[config.mk]
export PLATFORM = sky130hd
export DESIGN_NAME = led_runner
export DESIGN_NICKNAME = d
export VERILOG_FILES = /design/src/rtl/led_runner_pkg.sv /design/src/rtl/led_runner_tick_prescaler.sv /design/src/rtl/led_runner.sv
export SDC_FILE = /design/constraint.sdc
export NUM_CORES = 1
export LEC_CHECK = 0
export ABC_AREA = 1
export BUFFER_PORTS_ARGS = -buffer_cell sky130_fd_sc_hd__buf_2
export CORE_MARGIN = 2
export CORE_UTILIZATION = 25
export DETAILED_ROUTE_END_ITERATION = 16
export HOLD_SLACK_MARGIN = 0.05
export PLACE_DENSITY = 0.38
export SYNTH_ARGS = -nofsm -noshare
export SYNTH_HDL_FRONTEND = slang
export SYNTH_SLANG_ARGS = --single-unit
[constraint.sdc]
create_clock -name clk -period 1.7 [get_ports clk]
set_input_delay 0.17 -clock clk [delete_from_list [all_inputs] [get_ports clk]]
set_output_delay 0.17 -clock clk [all_outputs]
set_load 0.02 [all_outputs]
[src/rtl/led_runner_pkg.sv]
// led_runner_pkg: shared state type and counter width helper for the running-light driver
package led_runner_pkg;
  typedef enum logic {UP, DOWN} run_state_t;
  function automatic int cw(input int n);
    return n > 1 ? $clog2(n) : 1;
  endfunction
endpackage

[src/rtl/led_runner_tick_prescaler.sv]
// tick_prescaler: one-cycle tick every PRESCALE clocks, reusable by any button stage
module tick_prescaler
  import led_runner_pkg::*;
#(
  parameter int PRESCALE = 26214
) (
  input  logic clk,
  input  logic rst_n,
  output logic tick
);
  localparam int PW = cw(PRESCALE);
  logic [PW-1:0] presc;
  assign tick = presc == PW'(PRESCALE - 1);
  always_ff @(posedge clk or negedge rst_n)
    if (!rst_n) presc <= '0;
    else presc <= tick ? '0 : presc + 1'b1;
endmodule

[src/rtl/led_runner.sv]
// led_runner: bouncing (or, with LED_RUNNER_WRAP_EN, wrapping) lit bar of width 1 or WIDE
// across N_LED outputs; also supplies the shared rtg_tick sample strobe.
module led_runner
  import led_runner_pkg::*;
#(
  parameter int N_LED    = 8,
  parameter int WIDE     = 3,
  parameter int PRESCALE = 26214,
  parameter int STEP_DIV = 4
) (
  input  logic             clk,
  input  logic             rst_n,
  input  logic             run_flag,
  input  logic             size_flag,
  output logic             rtg_tick,
  output logic [N_LED-1:0] led,
  output logic             dir
);
  localparam int PW = cw(N_LED);
  localparam int DW = cw(STEP_DIV);
  logic size_q, step, div_end;
  logic [DW-1:0] div;
  logic [PW-1:0] pos, pos_n;
  run_state_t state, state_n;
  int w, p;
  tick_prescaler #(.PRESCALE(PRESCALE)) u_presc (.clk(clk), .rst_n(rst_n), .tick(rtg_tick));
  assign w = size_q ? WIDE : 1;
  assign p = int'(pos);
  assign div_end = div == DW'(STEP_DIV - 1);
  assign step = run_flag & rtg_tick & div_end;
  assign dir = state == DOWN;
`ifdef LED_RUNNER_WRAP_EN
  always_comb begin
    state_n = UP;
    pos_n = step ? (p == N_LED - 1 ? '0 : pos + 1'b1) : pos;
  end
  always_comb begin
    led = '0;
    for (int i = 0; i < N_LED; i++) led[i] = ((i - p + N_LED) % N_LED) < w;
  end
`else
  logic clamp;
  // A widening bar that would overrun the MSB is pulled back; this wins over a step.
  assign clamp = size_flag & ~size_q & (p > N_LED - WIDE);
  always_comb begin
    pos_n = pos;
    state_n = state;
    if (clamp) pos_n = PW'(N_LED - WIDE);
    else if (step && state == UP) begin
      pos_n = p < N_LED - w ? pos + 1'b1 : pos - 1'b1;
      state_n = p < N_LED - w ? UP : DOWN;
    end else if (step) begin
      pos_n = p > 0 ? pos - 1'b1 : pos + 1'b1;
      state_n = p > 0 ? DOWN : UP;
    end
  end
  always_comb begin
    led = '0;
    for (int i = 0; i < N_LED; i++) led[i] = i >= p && i < p + w;
  end
`endif
  always_ff @(posedge clk or negedge rst_n)
    if (!rst_n) begin
      size_q <= 1'b0;
      div <= '0;
      pos <= '0;
      state <= UP;
    end else begin
      size_q <= size_flag;
      div <= !run_flag ? '0 : rtg_tick ? (div_end ? '0 : div + 1'b1) : div;
      pos <= pos_n;
      state <= state_n;
    end
endmodule

==> impl_metrics.csv <==
group,metric,value,unit
status,status,"complete, but fails checks",
status,violations,"setup timing",
timing,finalWorstSetupSlack,-359.3,ps
cts,cts_tree,"yes",
critical_path,worstSetupStartpointType,"flop",
synth,synth_area_leaders,"dfrtp_1, nand2_1, inv_1, ha_1, nor2_1",
critical_path,slowest_delay,430,ps
timing,fmax,485.6,MHz
detailed_routing,postRouteWirelength,4015,um
timing,rsz0062_at_grt,"yes",
cells_and_area,final_cell_mix,"nand2_1, inv_1, nor2_1",
critical_path,r2r_setup_slack,-180,ps
cts,path_clk_slew,80,ps
detailed_routing,wire_per_inst,11.67,um
synth,synthCells,218,
placed_design,gp_congestion,0.7689,
timing,period_share,121.1,%
timing,final_hold_viol_count,0,
synth,synth_top_cell_by_area,"dfrtp_1",
critical_path,r2r_start,"pos[1]$_DFFE_PN0P_",
synth,synthAdderAreaFrac,10.45,%
critical_path,arrival,1890,ps
cts,clk_latency,260,ps
floorplanning,coreArea,6314,um^2
detailed_routing,avgViaCountPerCell,4.238,
cells_and_area,final_common_cell,"nand2_1",
cells_and_area,area_delta_synth_final,40.71,%
global_route,grt_pass1_vias,1435,
power,leakagePower,1.113,nW
floorplanning,die_w,84.73,um
power,powerDensity,462.6,nW/um^2
global_route,grt_pass1_wl,6810,um
critical_path,crit_required,1530,ps
power,total_power,1.060,mW
detailed_routing,vias,1458,
synth,synth_nets,235,
cells_and_area,num_antenna_cells,0,
detailed_routing,ant_nets,0,
cts,cts.htree.levels,1,
placed_design,hpwl,3050,um
timing,maxSlewHeadroom,64.89,%
critical_path,crit_chain,"fa_2, ha_4, inv_2, nand2_2, inv_2, a211oi_4, buf_6",
hold_path,min_path_type,"input pin to flop",
synth,avgSynthCellArea,7.473,um^2
global_route,grt-ovfl-total,0,
critical_path,r2r_cells,12,
global_route,antenna_found_initial,0,
detailed_routing,first_pass_iters,4,
critical_path,worstSetupPathDepth,7,
synth,syn-cell-area,1629,um^2
critical_path,slowest_stage,"dfrtp_2",
synth,synthMuxAreaShare,0,%
cts,root_buffer,"clkbuf_8",
synth,synthSimpleGateAreaFrac,31.26,%
timing,drv_slew,0,
critical_path,crit_top_cell,"inv_2",
cts,clock-sinks,22,
detailed_routing,first_iter_violations,42,
timing,setup_viol,10,
floorplanning,io_pins,14,
critical_path,worstReg2RegEnd,"pos[1]$_DFFE_PN0P_",
cells_and_area,drive_above_1_share,35.21,%
detailed_routing,drc,0,
placed_design,port_buffers,13,
critical_path,crit_type,"flop to primary output",
cts,clock_path_buffers,2,
timing,hold_slack,266.7,ps
floorplanning,start_util,25.80,%
synth,synth_top_family_by_area,"simple AND/OR/NAND/NOR gates",
timing,tightest_slew,526.7,ps
synth,synth-xor-area-share,5.376,%
floorplanning,rows,29,
cells_and_area,fin_nets,285,
global_route,gr-usage-all-layers,11.68,%
cts,numCtsBuffers,3,
synth,yosysWarnings,0,
power,vdd_drop_max,0.2562,mV
floorplanning,die_h,84.73,um
synth,synth_compound_area_share,8.986,%
critical_path,crit_family,"adder cells",
synth,seq_area_frac_synth,33.79,%
synth,netlist.area_leader.share,33.79,%
synth,ys_types,29,
critical_path,end_kind,"primary output",
critical_path,critPathCapture,"led[2]",
synth,ys_ff_latch,22,
timing,fin_worst_skew,5.868,ps
critical_path,crit_start,"pos[0]$_DFFE_PN0P_",
global_route,grt_max_degree,23,
timing,min_period,2059,ps
critical_path,crit_buf_inv,3,
critical_path,worst-path-max-fanout,3,
floorplanning,die_area,7178,um^2
run,drv_cap,0,
-- worst reg2reg max path, cell delays in order, from the launching register on --
cell	delay [ps]
dfrtp_2	450
buf_12	140
ha_4	270
nand2_4	50
a21oi_4	150
buf_4	120
buf_6	80
buf_4	120
xor2_2	130
nand4_1	90
nand2_1	90
nand2_1	60
nand2_1	60
-- sequential cells by signal, summed over array words and instances (netlist names) --
register and flops:
dir 1, div 2, pos 3, size_q 1, u_presc.presc 15
-- metal layers --
layer	up-vias	share of wire, %	GRT usage [%]
li1	775	-	-
met5	-	0	0
met2	11	44	17.90
met3	2	1.6	1.770
met1	670	54	17.17
met4	0	0.85	3.030
-- report_power, final --
group | total, mW | internal (mW) | leakage [nW] | switching (mW)
Sequential | 0.529 | 0.525 | 0.274 | 0.00385
Combinational | 0.145 | 0.0678 | 0.810 | 0.0772
Clock | 0.386 | 0.206 | 0.0288 | 0.180
-- worst min path at each step --
stage | startpoint | end | slack [ps] | cells past startpoint
after floorplan | rst_n | dir$_DFFE_PN0P_ | -130 | 0
after detailed placement | rst_n | u_presc.presc[3]$_DFF_PN0_ | 190 | 1
after CTS | run_flag | div[0]$_DFFE_PN0P_ | 250 | 3
final | run_flag | div[0]$_DFFE_PN0P_ | 270 | 3
after global placement | rst_n | u_presc.presc[3]$_DFF_PN0_ | 190 | 1
after global routing | run_flag | div[0]$_DFFE_PN0P_ | 260 | 3
-- area by class of cell --
cell class                      instances  area (um^2)
Tap cell                               77        96.34
Inverter                               44        165.2
Clock buffer                            4        55.05
Timing Repair Buffer                   45        384.1
Multi-Input combinational cell        152         1037
Sequential cell                        22        554.3
Fill cell                             699         4021
-- logic make-up (layout without fill, tap and decap cells) --
family / after synthesis / in the layout
AO/OA/AOI/OAI: 22 / 22
XOR/XNOR: 10 / 10
adder cells (fa/ha/maj): 13 / 13
buffers and inverters: 44 / 93
flip-flops: 22 / 22
AND/OR/NAND/NOR: 107 / 107
-- Yosys cell counts (all sizes together) --
cell type and instances:
nand2 49, inv 44, nor2 35, dfrtp 22, nand3 13, ha 12, o21ai 10, xor2 10
nor3 7, a21oi 5, nand4 2, o211ai 2, a211oi 1, a22o 1, fa 1, nand3b 1
o221ai 1, o31ai 1, o32ai 1
-- stage by stage --
| stage | std cells | utilization, % | setup TNS, ps | setup WS, ps | cell area, um^2 |
|---|---|---|---|---|---|
| after floorplan | 218 | - | -145.7 | -90.83 | 1669 |
| after global placement | 327 | 31.45 | -368.6 | -108.7 | 1986 |
| after detailed placement | 327 | 31.45 | -467.1 | -132.3 | 1986 |
| after CTS | 336 | 34.11 | -2310 | -355.8 | 2153 |
| after global routing | 344 | 36.31 | -3660 | -428.2 | 2292 |
| final | 344 | 36.31 | -2561 | -359.3 | 2292 |
-- repair_timing --
| item | 4_1_cts | 5_1_grt |
|---|---|---|
| gates resized for setup | 22 | 20 |
| hold buffers | 2 | 0 |
| endpoints found under the hold margin | 23 | 0 |
| setup buffers | 4 | 10 |
| setup endpoints to repair | 11 | 14 |
| pin swaps | 5 | 14 |
Power figures use the tool's default switching activity.
